**src/rtl/seq_det_ctrl.sv**
```systemverilog
// seq_det_ctrl: frame controller for a 1-bit serial sequence detector.
// Takes a DATA_W-bit word, clears the detector, and streams the word into it LSB first.
// It then counts the detector hits and returns the count over a valid/ready handshake.
// Optional feature macro MATCH_POS_EN: adds the first_pos and no_match result ports.
module seq_det_ctrl #(
   parameter int DATA_W  = 20,
   parameter int CNT_W   = 5,
   parameter int DET_LAT = 1
) (
   input  logic              clk,
   input  logic              reset,
   input  logic              in_valid,
   output logic              in_ready,
   input  logic [DATA_W-1:0] data_in,
   output logic              det_clr,
   output logic              det_x,
   output logic              det_xv,
   input  logic              det_y,
   output logic              out_valid,
   input  logic              out_ready,
   output logic [CNT_W-1:0]  match_cnt
`ifdef MATCH_POS_EN
   ,
   output logic [CNT_W-1:0]  first_pos,
   output logic              no_match
`endif
);

   // Counters share CNT_W, so the frame length must be representable.
   if (DATA_W < 3) begin : g_chk_data_w
      $error("seq_det_ctrl: DATA_W must be >= 3");
   end
   if ((2 ** CNT_W) <= DATA_W) begin : g_chk_cnt_w
      $error("seq_det_ctrl: CNT_W too small, need 2**CNT_W > DATA_W");
   end
   if ((DET_LAT < 1) || (DET_LAT > 4)) begin : g_chk_lat
      $error("seq_det_ctrl: DET_LAT must be in 1..4");
   end

   localparam logic [CNT_W-1:0] FRAME_BITS = CNT_W'(DATA_W);
   localparam logic [CNT_W-1:0] ONE        = CNT_W'(1);

   typedef enum logic [2:0] {
      IDLE  = 3'd0,
      CLEAR = 3'd1,
      SHIFT = 3'd2,
      DRAIN = 3'd3,
      DONE  = 3'd4
   } state_t;

   state_t             state;
   logic [DATA_W-1:0]  sreg;
   logic [CNT_W-1:0]   bit_cnt;
   logic [CNT_W-1:0]   samp_idx;
   // det_xv delayed by DET_LAT; the top stage marks a cycle in which det_y is valid
   logic [DET_LAT:1]   vld_pipe;
`ifdef MATCH_POS_EN
   logic               first_seen;
`endif

   // Control FSM, serializer, valid pipe and hit counter, all with registered outputs
   always_ff @(posedge clk) begin
      if (!reset) begin
         state      <= IDLE;
         in_ready   <= 1'b0;
         det_clr    <= 1'b1;
         det_x      <= 1'b0;
         det_xv     <= 1'b0;
         out_valid  <= 1'b0;
         sreg       <= '0;
         bit_cnt    <= '0;
         samp_idx   <= '0;
         match_cnt  <= '0;
         vld_pipe   <= '0;
`ifdef MATCH_POS_EN
         first_seen <= 1'b0;
         first_pos  <= '0;
         no_match   <= 1'b0;
`endif
      end else begin
         // Delay det_xv so sampling lines up with the detector's output latency
         vld_pipe[1] <= det_xv;
         for (int i = 2; i <= DET_LAT; i++) begin
            vld_pipe[i] <= vld_pipe[i-1];
         end

         // det_y is only meaningful when the delayed valid says so
         if (vld_pipe[DET_LAT]) begin
            if (det_y) begin
               match_cnt <= match_cnt + ONE;
`ifdef MATCH_POS_EN
               if (!first_seen) begin
                  first_pos  <= samp_idx;
                  first_seen <= 1'b1;
               end
`endif
            end
            samp_idx <= samp_idx + ONE;
         end

         case (state)
            IDLE: begin
               det_clr <= 1'b0;
               if (in_ready && in_valid) begin
                  sreg       <= data_in;
                  bit_cnt    <= '0;
                  samp_idx   <= '0;
                  match_cnt  <= '0;
`ifdef MATCH_POS_EN
                  first_seen <= 1'b0;
                  first_pos  <= '0;
`endif
                  in_ready   <= 1'b0;
                  det_clr    <= 1'b1;
                  state      <= CLEAR;
               end else begin
                  in_ready <= 1'b1;
               end
            end
            CLEAR: begin
               det_clr <= 1'b0;
               state   <= SHIFT;
            end
            SHIFT: begin
               if (bit_cnt == FRAME_BITS) begin
                  det_x  <= 1'b0;
                  det_xv <= 1'b0;
                  state  <= DRAIN;
               end else begin
                  det_x   <= sreg[0];
                  det_xv  <= 1'b1;
                  sreg    <= sreg >> 1;
                  bit_cnt <= bit_cnt + ONE;
               end
            end
            DRAIN: begin
               // All in-flight detector samples have been counted once the pipe is empty
               if (!(|vld_pipe)) begin
                  out_valid <= 1'b1;
`ifdef MATCH_POS_EN
                  no_match  <= (match_cnt == '0);
`endif
                  state     <= DONE;
               end
            end
            DONE: begin
               if (out_ready) begin
                  out_valid <= 1'b0;
`ifdef MATCH_POS_EN
                  no_match  <= 1'b0;
`endif
                  in_ready  <= 1'b1;
                  state     <= IDLE;
               end
            end
            default: begin
               state <= IDLE;
            end
         endcase
      end
   end

endmodule
```
**config.mk**
```make
export PLATFORM = sky130hd
export DESIGN_NAME = seq_det_ctrl
export DESIGN_NICKNAME = d
export VERILOG_FILES = /design/src/rtl/seq_det_ctrl.sv
export SDC_FILE = /design/constraint.sdc
export NUM_CORES = 1
export LEC_CHECK = 0
export CAP_MARGIN = 20
export CORE_ASPECT_RATIO = 1.25
export CORE_MARGIN = 3
export CORE_UTILIZATION = 51
export CTS_CLUSTER_DIAMETER = 200
export DETAILED_ROUTE_END_ITERATION = 6
export PLACE_DENSITY = 0.76
export SETUP_SLACK_MARGIN = 0.4
export SYNTH_ARGS = -nofsm -noshare
export SYNTH_HDL_FRONTEND = slang
export SYNTH_SLANG_ARGS = --single-unit
```
**constraint.sdc**
```tcl
create_clock -name clk -period 1.7 [get_ports clk]
set_input_delay 0.34 -clock clk [delete_from_list [all_inputs] [get_ports clk]]
set_output_delay 0.34 -clock clk [all_outputs]
set_load 0.01 [all_outputs]
```
==> summary.md, run 1 <==
| Metric | Value |
|---|---|
| CTS sink cnt | `39` |
| Commonest non-fill, non-tap cell in the layout | `dfxtp_1` |
| Initial DRC count | `~70` |
| Fin crit period | `1590 ps` |
| CTS tree | `yes` |
| Largest stage delay, worst path | `370 ps` |
| CP Launch Type | `flip-flop` |
| Sequential Power Share | `between 40% and 50%` |
| Dominant cell type by area after synthesis | `dfxtp_1` |
| Mapped Nets | `between 200 and 250` |
| CP Class | `flip-flop to flip-flop` |
| I/O pins | `35` |
| Via count | `about 1.7k` |
| Switching Fraction | `between 20% and 30%` |
| Critical Path Fanout Max | `7` |
| Total power | `2.31 mW` |
| Die X-Extent | `58.8 microns` |
| Total congestion overflow | `0` |
| Drt total wl | `4920 microns` |
| Fill cell total of the finished layout | `200` |
| Int Pwr | `between 1.5 and 2 mW` |
| Layout Nets | `282` |
| Syn-to-layout area delta | `52.5%` |
| Dpl cell area | `~2200 sq um` |
| GR Util All Layers | `22.6%` |
| Via density per instance | `5.69` |
| First-pass GRT wire length | `7330 microns` |
| Cell variety after synth | `33` |
| Clock slew at reported path FFs | `80 ps` |
| Syn avg cell area | `9.54 sq um` |
| Worst path bufs/invs | `3` |
| Post-synthesis sequential area ratio | `44.0%` |
| Fin util | `82.5%` |
| Fin Hold WS | `around 470 ps` |
| Seq cells post-synth | `39` |
| Vias in the first global route | `1645` |
| Initial antenna violation count | `0` |
| Fmax | `627 MHz` |
| Measured slew at the worst slew-check pin | `308 ps` |
| Synth area leaders | `dfxtp_1 44%, mux2i_1 12%, o211a_1 11%` |
| Final hold viol count | `0` |
| Slowest cell on crit path | `dfxtp_4` |
| Worst VDD drop | `792 uV` |
| H-Tree Depth | `2` |
| Initial core utilization | `54.1%` |
| Data required, critical path | `between 1500 and 2000 ps` |
| Row count | `23` |
| WP data arrival | `1780 ps` |
| Drt pass-1 iters | `4` |
| Synth warn | `0` |
| Clk_skew | `6.10 ps` |
| Detailed Place HPWL | `between 2000 and 3000 microns` |
| Synth Cell Area | `1770 sq um` |
| Die area | `4230 sq um` |
| Period utilisation layout | `93.8%` |
| Crit path capture type | `flip-flop` |
| N_diodes | `0` |
| Commonest non-fill, non-tap cells in the layout | `31 x dfxtp_1, 24 x buf_4, 23 x clkdlybuf4s50_1, 20 x mux2i_1, 20 x nand2_1` |
| Post-route ant nets | `0` |
| Syn Inst Count | `186` |
| Drt drc | `0` |
| Die height | `71.9 microns` |
| Yosys top cell area share | `44.0%` |
| Gate power share | `20.8%` |
| Status | `finished clean` |
| Pleak | `between 1 and 1.5 nW` |
| Routed wire length per instance | `16.8 microns` |
| Max Slew Vio Count | `0` |
| Max-slew headroom | `79.4%` |
| Critical path cell sequence | `nor3b_4 -> buf_12 -> o2bb2ai_4 -> buf_6 -> buf_4 -> nor2_2 -> o21a_1` |
| CTS Buffer Depth | `2` |
| Power Density | `854 nW/um^2` |
| Setup_tns | `0 ps` |
| GPL Wtd Cong | `about 0.83` |
| CP top delay family | `buffers and inverters` |
| Finished Cell Area | `between 2000 and 3000 sq um` |
| Num CTS Buffers | `5` |
| I/O Buffers | `34` |
| Max-cap viol count | `0` |
| Finish-stage setup viols | `0` |
| Largest net degree at the start of global routing | `21` |
| Root Buffer | `clkbuf_8` |
| Clk pwr share | `35.1%` |
| Unrepaired setup endpoints after global routing | `true` |
| Worst hold path type | `flip-flop to flip-flop` |
| Clk_lat worst skew | `290 ps` |
| Core area | `approximately 3300 sq um` |
| Share of layout cells above drive strength 1 | `31.0%` |
| Psw | `0.578 mW` |
==> power groups by stage <==
stage | registers (mW) | logic [mW] | clock network (mW)
finish | 1.02 | 0.479 | 0.810
detailed placement | 1.04 | 0.325 | 0
global route | 1.03 | 0.515 | 0.844
floorplan | 1.03 | 0.209 | 0
CTS | 1.02 | 0.386 | 0.806
global placement | 1.04 | 0.313 | 0
==> sequential cells by signal (all words and copies together) (netlist names) <==
register and flops:
det_x 1, match_cnt 5, state 3, in_ready 1, det_clr 1, bit_cnt 5
sreg 20, det_xv 1, out_valid 1, vld_pipe 1
==> per-layer routing <==
| metal | vias up | track usage (%) | routed length (microns) |
|---|---|---|---|
| met3 | 23 | 5.52 | 267 |
| met1 | 778 | 24.2 | 1840 |
| met5 | - | 0 | 0 |
| li1 | 791 | - | - |
| met2 | 70 | 40.4 | 2550 |
| met4 | 0 | 10.8 | 257 |
==> kinds of logic after synthesis <==
family	after synthesis	synth area share, %
compound gates	39	18.1
xor+xnor	4	1.97
fa+ha+maj	3	2.12
buf+inv	16	4.58
flops	39	44.0
mux	21	11.8
simple gates	64	17.3
==> final timing paths <==
kind,from,to,slack [ps],depth (start not counted)
worst max-delay path,state[2],bit_cnt[0],110,7
worst min-delay path,out_valid,out_valid,470,2
worst max register to register,state[2],bit_cnt[0],110,7
worst min register to register,out_valid,out_valid,470,2
==> repair_timing <==
action / in CTS / in global routing
hold buffers: 0 / 0
pin swaps: 4 / 4
setup endpoints to repair: 36 / 40
cloned: 3 / 2
setup buffers: 11 / 11
resized for setup: 33 / 28
==> final cells by class <==
type / count / area, sq um / share of cell area, %
Clock buffer: 6 / 82.6 / 3.05
Clock inverter: 2 / 35.0 / 1.29
Inverter: 3 / 11.3 / 0.416
Multi-Input combinational cell: 131 / 1010 / 37.2
Sequential cell: 39 / 798 / 29.5
Tap cell: 37 / 46.3 / 1.71
Timing Repair Buffer: 74 / 727 / 26.9
==> Yosys cell counts <==
master	number
a21boi_0	2
a21oi_1	6
a22oi_1	1
a2bb2oi_2	1
a32oi_1	1
and2_1	3
buf_2	5
buf_4	4
clkbuf_1	4
dfxtp_1	39
ha_1	3
inv_1	3
mux2i_1	21
nand2_1	29
nand2b_1	3
nand3_1	4
nand3b_1	1
nand4_1	2
nand4b_1	1
nor2_1	12
nor2b_1	3
nor3_1	1
nor3b_4	1
o211a_1	19
o21a_1	1
o21ai_0	5
o21ai_1	1
o2bb2ai_1	1
o32ai_1	1
or2_1	1
or3_1	3
xnor2_1	1
xor2_1	3
==> worst reg2reg max path, stage by stage, from the launching register on <==
cell and delay (ps):
dfxtp_4 370, nor3b_4 280, buf_12 170, o2bb2ai_4 190, buf_6 160, buf_4 120, nor2_2 30, o21a_1 160
==> metrics by stage <==
step	setup WS [ps]	cells
3_3_place_gp	-17.6	257
6_report	105	292
2_1_floorplan	237	186
3_5_place_dp	-65.6	257
5_1_grt	56.0	292
4_1_cts	188	279
Note: power is estimated with default switching activity, not from simulation.
==> run 2: changes to the inputs <==
GPL_TIMING_DRIVEN = 0   (was default)
TNS_END_PERCENT = 100   (was default)
==> run 2 against run 1 <==
Effect of this change: first-iteration DRC count grew 50%; clock power shrank 3.8%; critical path depth is the same; via count grew 7.0%; register-to-register slack lost 20 ps; total power is essentially flat; flip-flop and latch count is the same; routed wire length grew 11%; maximum frequency shrank 1.4%.
==> summary.md, run 2 (same netlist as run 1, synthesis figures left out) <==
| Metric | Value |
|---|---|
| Status | `finished clean` |
| CTS Buffer Depth | `2` |
| Via density per instance | `6.03` |
| Final hold viol count | `0` |
| Pre-CTS setup slack | `-162 ps` |
| Initial core utilization | `54.1%` |
| Row count | `23` |
| Clock slew at reported path FFs | `80 ps` |
| Die height | `slightly above 70 microns` |
| Clk pwr share | `33.7%` |
| Vias in the first global route | `1719` |
| GPL Wtd Cong | `0.804` |
| Int Pwr | `1.71 mW` |
| Register Area | `793 sq um` |
| Via count | `1778` |
| Die X-Extent | `approximately 59 microns` |
| Crit path capture type | `flip-flop` |
| Share of layout cells above drive strength 1 | `31.4%` |
| N_diodes | `0` |
| Max Slew Vio Count | `0` |
| Layout Nets | `285` |
| Commonest non-fill, non-tap cells in the layout | `29 x dfxtp_1, 28 x nand2_1, 23 x clkdlybuf4s50_1, 21 x mux2i_1, 19 x o211a_1` |
| Worst VDD drop | `695 uV` |
| Clk_skew | `10.9 ps` |
| Max-cap viol count | `0` |
| Drt pass-1 iters | `5` |
| Critical Path Fanout Max | `6` |
| Commonest non-fill, non-tap cell in the layout | `dfxtp_1` |
| Largest Register | `sreg` |
| GR Util All Layers | `26.1%` |
| Max-slew headroom | `67.2%` |
| Multi-input gate area | `between 1000 and 1500 sq um` |
| Syn-to-layout area delta | `57.6%` |
| Power Density | `between 800 and 900 nW/um^2` |
| Routed wire length per instance | `18.5 microns` |
| Die area | `4230 sq um` |
| Max reg flops | `20` |
| Num CTS Buffers | `5` |
| Worst hold path type | `flip-flop to flip-flop` |
| Drt drc | `0` |
| Period utilisation layout | `a little over nine tenths` |
| First-pass GRT wire length | `8290 microns` |
| Pleak | `1.26 nW` |
| Setup WS post-layout | `83.3 ps` |
| Biggest regs | `sreg x20, bit_cnt x5, match_cnt x5` |
| Fmax | `619 MHz` |
| Non-Filler Instances | `295` |
| Total congestion overflow | `0` |
| H-Tree Depth | `2` |
| Fill cell total of the finished layout | `190` |
| Post-route ant nets | `0` |
| Data required, critical path | `1890 ps` |
| CP Launch Type | `flip-flop` |
| CTS sink cnt | `39` |
| Initial DRC count | `between 100 and 150` |
| I/O pins | `35` |
| I/O Buffers | `34` |
| Post-Place Cells | `257` |
| Measured slew at the worst slew-check pin | `492 ps` |
| Gate power share | `21.8%` |
| Fin crit period | `1620 ps` |
| CP Class | `flip-flop to flip-flop` |
| WP data arrival | `~1800 ps` |
| Core area | `3280 sq um` |
| Sequential Power Share | `44.5%` |
| Unrepaired setup endpoints after global routing | `true` |
| Largest net degree at the start of global routing | `14` |
| CTS tree | `yes` |
| Fin util | `85.2%` |
| Drt total wl | `5470 microns` |
| Root Buffer | `clkbuf_8` |
| Initial antenna violation count | `0` |
| Finish-stage setup viols | `0` |
| Clk_lat worst skew | `300 ps` |
| Psw | `just over 0.6 mW` |
| Switching Fraction | `between 20% and 30%` |
| Detailed Place HPWL | `approximately 2800 microns` |
| Hold Buf Count CTS | `0` |
run 2: changes by cell type in the layout (fill, tap and decap cells not counted), moves of 3 or more:
cell and delta:
dfxtp_4 -3, dfxtp_2 +5, o21ai_4 +3, nand2_2 -9, buf_4 -9, buf_6 +6
clkbuf_2 +5, nand2_1 +8
run 2: power groups by stage:
stage | logic, mW | clock network, mW | registers [mW]
2_1_floorplan | 0.209 | 0 | 1.03
3_3_place_gp | 0.315 | 0 | 1.04
3_5_place_dp | 0.325 | 0 | 1.04
4_1_cts | 0.455 | 0.790 | 1.02
5_1_grt | 0.536 | 0.827 | 1.03
6_report | 0.504 | 0.779 | 1.03
run 2: final timing paths:
kind,end,start,slack (ps),depth (start not counted)
worst max-delay path,sreg[6],state[2],80,7
worst min-delay path,bit_cnt[4],bit_cnt[4],490,2
worst max register to register,sreg[6],state[2],80,7
worst min register to register,bit_cnt[4],bit_cnt[4],490,2
run 2: metal layers:
metal  routed length (microns)  global-route usage [%]  vias up
li1                          -                       -      799
met1                      1940                    27.4      856
met2                      2940                    48.2       92
met3                       313                    5.34       31
met4                       272                    12.3        0
met5                         0                       0        -
run 2: area by class of cell:
type | count | area share [%]
buffer | 13 | 4.92
inverter | 3 | 0.403
multi-input combinational | 132 | 37.4
sequential | 39 | 28.4
tap | 37 | 1.66
clock buffer | 5 | 2.46
clock inverter | 3 | 1.57
timing repair buffer | 63 | 23.2
run 2: repair_timing:
| action | 4_1_cts | 5_1_grt |
|---|---|---|
| gates resized for setup | 47 | 28 |
| endpoints found under the hold margin | 0 | 0 |
| setup endpoints to repair | 44 | 43 |
| pin swaps | 13 | 14 |
| gates cloned | 4 | 1 |
| setup buffers | 22 | 3 |
run 2: stage by stage:
step	area [sq um]	hold WS [ps]	TNS (ps)	power (mW)
floorplan	1830	455	0	1.24
global placement	2210	460	-2360	1.35
detailed placement	2210	461	-3470	1.37
CTS	2680	472	0	2.26
global route	2800	505	0	2.40
finish	2800	485	0	2.31
run 2: worst max-delay path, cell delays in order (launching register included):
cell and delay (ps):
dfxtp_2 320, buf_6 120, nor3b_4 270, buf_6 220, buf_16 130, mux2i_1 200
nand2_1 90, o211a_1 150
